==> config.mk <==
export PLATFORM = sky130hd
export DESIGN_NAME = reg_mem_arbiter
export DESIGN_NICKNAME = d
export VERILOG_FILES = /design/src/rtl/reg_mem_arbiter.sv
export SDC_FILE = /design/constraint.sdc
export NUM_CORES = 1
export LEC_CHECK = 0
export CORE_MARGIN = 4
export CORE_UTILIZATION = 39
export CTS_BUF_LIST = sky130_fd_sc_hd__clkbuf_2
export CTS_CLUSTER_SIZE = 24
export DETAILED_ROUTE_END_ITERATION = 10
export PLACE_DENSITY_LB_ADDON = 0.08
export SETUP_SLACK_MARGIN = 0.5
export SKIP_CTS_REPAIR_TIMING = 1
export SLEW_MARGIN = 20
export SYNTH_ARGS = -nofsm -noshare
export SYNTH_HDL_FRONTEND = slang
export SYNTH_SLANG_ARGS = --single-unit
export TNS_END_PERCENT = 20
==> constraint.sdc <==
create_clock -name clk -period 1.4 [get_ports clk]
set_input_delay 0.14 -clock clk [delete_from_list [all_inputs] [get_ports clk]]
set_output_delay 0.14 -clock clk [all_outputs]
set_load 0.1 [all_outputs]
==> src/rtl/reg_mem_arbiter.sv <==
`default_nettype none
// ============================================================================
// Module   : reg_mem_arbiter
// Function : Two-requester round-robin arbiter/sequencer for one reg_mem port.
//            Optional power-up zero sweep enabled by REG_MEM_ARB_CLEAR_EN.
// Revision : 1.0
// ============================================================================
module reg_mem_arbiter #(
  parameter int DATA_WIDTH = 8,
  parameter int ADDR_BITS  = 5
) (
  input  logic                  clk,
  input  logic                  rst_n,
  input  logic                  req0,
  input  logic                  we0,
  input  logic [ADDR_BITS-1:0]  addr0,
  input  logic [DATA_WIDTH-1:0] wdata0,
  output logic                  ack0,
  output logic [DATA_WIDTH-1:0] rdata0,
  input  logic                  req1,
  input  logic                  we1,
  input  logic [ADDR_BITS-1:0]  addr1,
  input  logic [DATA_WIDTH-1:0] wdata1,
  output logic                  ack1,
  output logic [DATA_WIDTH-1:0] rdata1,
  output logic [ADDR_BITS-1:0]  mem_addr,
  output logic [DATA_WIDTH-1:0] mem_wdata,
  output logic                  mem_wen,
  input  logic [DATA_WIDTH-1:0] mem_rdata,
  output logic                  busy
);

  typedef enum logic [2:0] {
    S_IDLE   = 3'd0,
    S_ISSUE  = 3'd1,
    S_RDWAIT = 3'd2,
    S_RESP   = 3'd3,
    S_CLEAR  = 3'd4
  } state_t;

`ifdef REG_MEM_ARB_CLEAR_EN
  localparam state_t                 C_RESET_STATE = S_CLEAR;
  localparam logic [ADDR_BITS-1:0]   C_LAST_ADDR   = '1;
`else
  localparam state_t                 C_RESET_STATE = S_IDLE;
`endif

  state_t                r_state;
  logic                  r_last_grant;
  logic                  r_grant;
  logic                  r_we;

  logic                  w_any_req;
  logic                  w_sel;
  logic                  w_sel_we;
  logic [ADDR_BITS-1:0]  w_sel_addr;
  logic [DATA_WIDTH-1:0] w_sel_wdata;

  // On a tie the requester that did not win last time is chosen.
  always_comb begin
    w_any_req   = req0 | req1;
    w_sel       = (req0 && req1) ? ~r_last_grant : req1;
    w_sel_we    = w_sel ? we1    : we0;
    w_sel_addr  = w_sel ? addr1  : addr0;
    w_sel_wdata = w_sel ? wdata1 : wdata0;
  end

  always_ff @(posedge clk or negedge rst_n) begin
    if (!rst_n) begin
      r_state      <= C_RESET_STATE;
      r_last_grant <= 1'b1;
      r_grant      <= 1'b0;
      r_we         <= 1'b0;
      ack0         <= 1'b0;
      ack1         <= 1'b0;
      rdata0       <= '0;
      rdata1       <= '0;
      mem_addr     <= '0;
      mem_wdata    <= '0;
      mem_wen      <= 1'b0;
      busy         <= 1'b0;
    end else begin
      ack0 <= 1'b0;
      ack1 <= 1'b0;
      case (r_state)
        S_IDLE: begin
          if (w_any_req) begin
            r_grant      <= w_sel;
            r_last_grant <= w_sel;
            r_we         <= w_sel_we;
            mem_addr     <= w_sel_addr;
            mem_wdata    <= w_sel_wdata;
            mem_wen      <= w_sel_we;
            busy         <= 1'b1;
            r_state      <= S_ISSUE;
          end
        end
        S_ISSUE: begin
          mem_wen <= 1'b0;
          if (r_we) begin
            // Ack is registered, so it is raised on entry to RESP.
            if (r_grant) ack1 <= 1'b1;
            else         ack0 <= 1'b1;
            r_state <= S_RESP;
          end else begin
            r_state <= S_RDWAIT;
          end
        end
        S_RDWAIT: begin
          if (r_grant) begin
            rdata1 <= mem_rdata;
            ack1   <= 1'b1;
          end else begin
            rdata0 <= mem_rdata;
            ack0   <= 1'b1;
          end
          r_state <= S_RESP;
        end
        S_RESP: begin
          busy    <= 1'b0;
          r_state <= S_IDLE;
        end
`ifdef REG_MEM_ARB_CLEAR_EN
        S_CLEAR: begin
          // mem_wen low marks the first cycle after reset: start the sweep.
          mem_wdata <= '0;
          if (!mem_wen) begin
            mem_wen  <= 1'b1;
            mem_addr <= '0;
            busy     <= 1'b1;
          end else if (mem_addr == C_LAST_ADDR) begin
            mem_wen  <= 1'b0;
            mem_addr <= '0;
            busy     <= 1'b0;
            r_state  <= S_IDLE;
          end else begin
            mem_addr <= mem_addr + 1'b1;
          end
        end
`endif
        default: begin
          mem_wen <= 1'b0;
          busy    <= 1'b0;
          r_state <= S_IDLE;
        end
      endcase
    end
  end

endmodule
`default_nettype wire
==> out/qor.csv, run 1 <==
metric;value;unit
outcome;finished with violations;
violations;hold timing, setup timing;
synth-edff-count;0;
initial_utilization;41.17;%
fin_area;2985;um2
dp_hpwl;3482;um
synth-async-reset-ratio;100.0;%
required;1.67;ns
fin_cells;281;
yosysUniqueCellTypes;25;
fin_ws;-0.07104;ns
grt_use_total;16.49;%
worstPathCellList;inv_2 -> ha_4 -> nor3b_4 -> mux2_4;
core-area;4058;um2
drt-wirelength-per-cell;15.58;um
syn_area;1670;um2
post-place-cells;273;
grt_pass1_vias;1550;
die_h;73.45;um
cts_buffers;5;
cpMaxStageDelayCell;dfrtp_1;
finalHoldViolCount;18;
cts_tree;built;
placed_area;2877;um2
synth_flop_cell;dfrtp_1;
port_buffers;72;
worstMarginPinSlew;0.4394;ns
clock_latency;0.36;ns
yosys.area.top_type;dfrtp_1;
first_iter_violations;33;
layout_common_cells;38 x clkdlybuf4s50_1, 36 x dfrtp_1, 35 x buf_12;
synth_seq_area_share;57.00;%
clock_skew;0.008063;ns
cp_max_fo;6;
nNetsFinal;277;
worstPathArrival;1.75;ns
gp_congestion;0.8038;
layout-drive-gt1-share;32.90;%
multi_input_area;769.5;um2
yosys_warnings;0;
root_buffer;clkbuf_2;
grt_max_degree;21;
clkSinkCount;38;
num-fill-cells;274;
worstSetupPathType;flop to flop;
rows;23;
antenna_found_initial;0;
fin_util;73.57;%
drt-pass1-iter-count;4;
synth_area_leaders;dfrtp_1 55%, mux2_1 11%, a21oi_1 8.7%;
finalCritPeriodShare;105.1;%
cp_slowest_stage_delay;0.44;ns
cp-end-kind;flop;
yosys.area.top_type_share;55.43;%
max_freq;0.6798;GHz
layout_commonest_cell;clkdlybuf4s50_1;
crit_buf_inv;1;
cts_buffer_depth;2;
vias;1419;
setup_viol;10;
die_area;5394;um2
drc_errors;0;
ys_ff_latch;38;
hp-class;input port to asynchronous set/reset pin;
htree_num_levels;2;
io_pins;73;
maxCapViolCount;0;
antenna_cells;0;
finalCriticalPeriod;1.471;ns
area_growth;78.73;%
grt_pass1_wl;6803;um
die_w;73.45;um
path_clk_slew;0.18;ns
drv_slew;0;
avgSynthCellArea;11.36;um2
ant_nets;0;
grt-ovfl-total;0;
relSlewSlack;70.71;%
syn_inst;147;
vias_per_cell;5.050;
holdWs;-0.3198;ns
synth.net_count;193;
start_kind;flop;
wirelength;4379;um
rsz0062_at_grt;true;
cp_top_family;flip-flops;
regArea;953.4;um2
-- state kept, by name (all words and copies together), names as in the netlist, 2 cells and up --
name	count
mem_wdata	8
rdata1	8
rdata0	8
mem_addr	5
r_state	2
-- worst reg2reg max path: stages (launching register included) --
cell and delay [ns]:
dfrtp_1 0.44, inv_2 0.14, ha_4 0.19, nor3b_4 0.28, mux2_4 0.33
-- metrics by stage --
step                worst slack [ns]  TNS (ns)  hold WS (ns)
CTS                          -0.1054    -1.825       -0.3473
detailed placement           -0.1569    -2.565        0.1033
global placement            -0.09705    -1.587       0.09308
floorplan                    0.01781         0       -0.1556
finish                      -0.07104   -0.1543       -0.3198
global route                 -0.1056   -0.6835       -0.3413
-- area by class of cell --
type | instances | share of cell area [%]
clock inverters | 2 | 0.3353
clock buffers | 5 | 0.8382
well taps | 50 | 2.096
repair buffers | 82 | 38.64
flip-flops and latches | 38 | 31.94
multi-input cells | 101 | 25.78
inverters | 3 | 0.3772
-- synth_stat cells, drive strengths merged (2+ instances only) --
| master | instances |
|---|---|
| dfrtp | 37 |
| a21oi | 29 |
| mux2 | 17 |
| nand2 | 17 |
| nor2 | 14 |
| ha | 6 |
| buf | 5 |
| o21ai | 5 |
| inv | 3 |
| nor2b | 2 |
| nor3b | 2 |
-- kinds of logic after synthesis --
| group | synth area share (%) |
|---|---|
| AO/OA/AOI/OAI | 15.43 |
| flip-flops | 57.00 |
| AND/OR/NAND/NOR | 9.288 |
| multiplexers | 11.46 |
| buffers and inverters | 2.322 |
| adder cells (fa/ha/maj) | 4.494 |
-- worst paths after layout --
check	from	endpoint	slack [ns]	cells past startpoint
setup / recovery	r_state[0]	r_state[1]	-0.07	4
hold / removal	rst_n	ack0	-0.32	1
setup reg to reg	r_state[0]	r_state[1]	-0.07	4
hold reg to reg	r_we	r_we	0.56	2
max in group asynchronous	rst_n	mem_addr[2]	1.10	2
min in group clk	addr0[4]	mem_addr[4]	0.29	3
-- layer usage --
metal | global-route usage [%] | part of all wire [%] | vias to the layer above
met4 | 4.829 | 1.1 | 0
met2 | 29.82 | 53 | 55
met1 | 17.93 | 38 | 681
li1 | - | - | 676
met5 | 0 | 0 | -
met3 | 5.882 | 8.6 | 7
Power of run 1 is not shown: default switching activity piles up to over one toggle a cycle in this logic, so the estimate is an artifact.
==> inputs of run 2 (changes only) <==
Settings changed: CTS_BUF_LIST sky130_fd_sc_hd__clkbuf_2 to sky130_fd_sc_hd__clkbuf_4, SKIP_LAST_GASP set to 1.
==> out/qor.csv, run 2 (synthesis gave the netlist of run 1 again) <==
metric;value;unit
grt_max_degree;21;
rsz0062_at_grt;true;
vias;1437;
core-area;4058;um2
dp_hpwl;3482;um
fin_area;3059;um2
place_ws;-0.1569;ns
clock_latency;0.33;ns
timing.rr.end;r_state[1];
fin_util;75.39;%
die_h;73.45;um
cp_max_fo;6;
num-fill-cells;266;
max_freq;0.6799;GHz
ant_nets;0;
root_buffer;clkbuf_4;
drt-wirelength-per-cell;15.86;um
required;1.63;ns
relSlewSlack;71.32;%
cts_buffers;5;
worstPathCellList;inv_2 -> ha_4 -> nor3b_4 -> mux2_4;
outcome;finished with violations;
cts_buffer_depth;2;
hp-class;input port to asynchronous set/reset pin;
gp_congestion;0.8038;
holdWs;-0.2711;ns
clock_skew;0.004784;ns
ff2ff_path_depth;4;
layout_commonest_cell;clkdlybuf4s50_1;
antenna_cells;0;
placed_area;2877;um2
wirelength;4535;um
initial_utilization;41.17;%
drc_errors;0;
grt_pass1_wl;6803;um
layout_common_cells;38 x clkdlybuf4s50_1, 36 x dfrtp_1, 35 x buf_12;
violations;hold timing, setup timing;
path_clk_slew;0.11;ns
port_buffers;72;
drt-pass1-iter-count;4;
finalCriticalPeriod;1.471;ns
clkSinkCount;38;
htree_num_levels;2;
vias_per_cell;5.024;
rr_startpoint;r_state[0];
die_area;5394;um2
crit_buf_inv;1;
maxCapViolCount;0;
layout-drive-gt1-share;36.02;%
drv_slew;0;
multi_input_area;793.3;um2
grt_pass1_vias;1548;
nNetsFinal;282;
die_w;73.45;um
finalCritPeriodShare;105.1;%
grt-ovfl-total;0;
grt_use_total;16.49;%
first_iter_violations;39;
finalHoldViolCount;17;
regArea;953.4;um2
antenna_found_initial;0;
cpMaxStageDelayCell;dfrtp_1;
rows;23;
worstSetupPathType;flop to flop;
top_regs;mem_wdata (8), rdata0 (8), rdata1 (8);
io_pins;73;
start_kind;flop;
cts_tree;built;
cp-end-kind;flop;
worstMarginPinSlew;0.4302;ns
worstPathArrival;1.70;ns
fin_ws;-0.07087;ns
setup_viol;23;
ff2ff_setup_slack;-0.07;ns
cp_slowest_stage_delay;0.41;ns
cp_top_family;flip-flops;
area_growth;83.15;%
-- run 2: routing by layer --
metal	up-vias	wire (um)	global-route usage [%]	part of all wire [%]
met5	-	0	0	0
met4	0	50	4.829	1.1
met3	7	373	5.882	8.2
met2	52	2410	29.82	53
met1	692	1701	17.93	38
li1	686	-	-	-
-- run 2: layout make-up --
cell class,instances,share of cell area (%)
clock buffers,5,1.227
clock inverters,2,0.3272
inverters,3,0.3681
multi-input cells,101,25.93
flip-flops and latches,38,31.17
well taps,50,2.045
repair buffers,87,38.94
-- run 2: worst register-to-register path, delay by kind of cell, from the launching register on --
family	cells	cell delay, ns
buffers and inverters	1	0.14
DFF	1	0.41
muxes	1	0.33
and+or+nand+nor	1	0.29
adders and majority gates	1	0.20
-- run 2: through the flow --
| stage | cells | setup TNS [ns] |
|---|---|---|
| finish | 286 | -0.5649 |
| global route | 286 | -1.875 |
| CTS | 280 | -1.567 |
| detailed placement | 273 | -2.565 |
| global placement | 273 | -1.587 |
| floorplan | 147 | 0 |
-- run 2: worst max-delay path by stage --
stage                          start      endpoint  slack (ns)  depth (start not counted)
after global placement          req1   mem_addr[1]        -0.1                          4
after detailed placement        req1  mem_wdata[5]       -0.16                          4
after CTS                 r_state[0]     rdata1[4]       -0.10                          4
after global routing      r_state[0]    r_state[1]       -0.12                          4
after floorplan           r_state[0]     rdata0[0]        0.02                          5
final                     r_state[0]    r_state[1]       -0.07                          4
Power of run 2 is left out for the same reason.
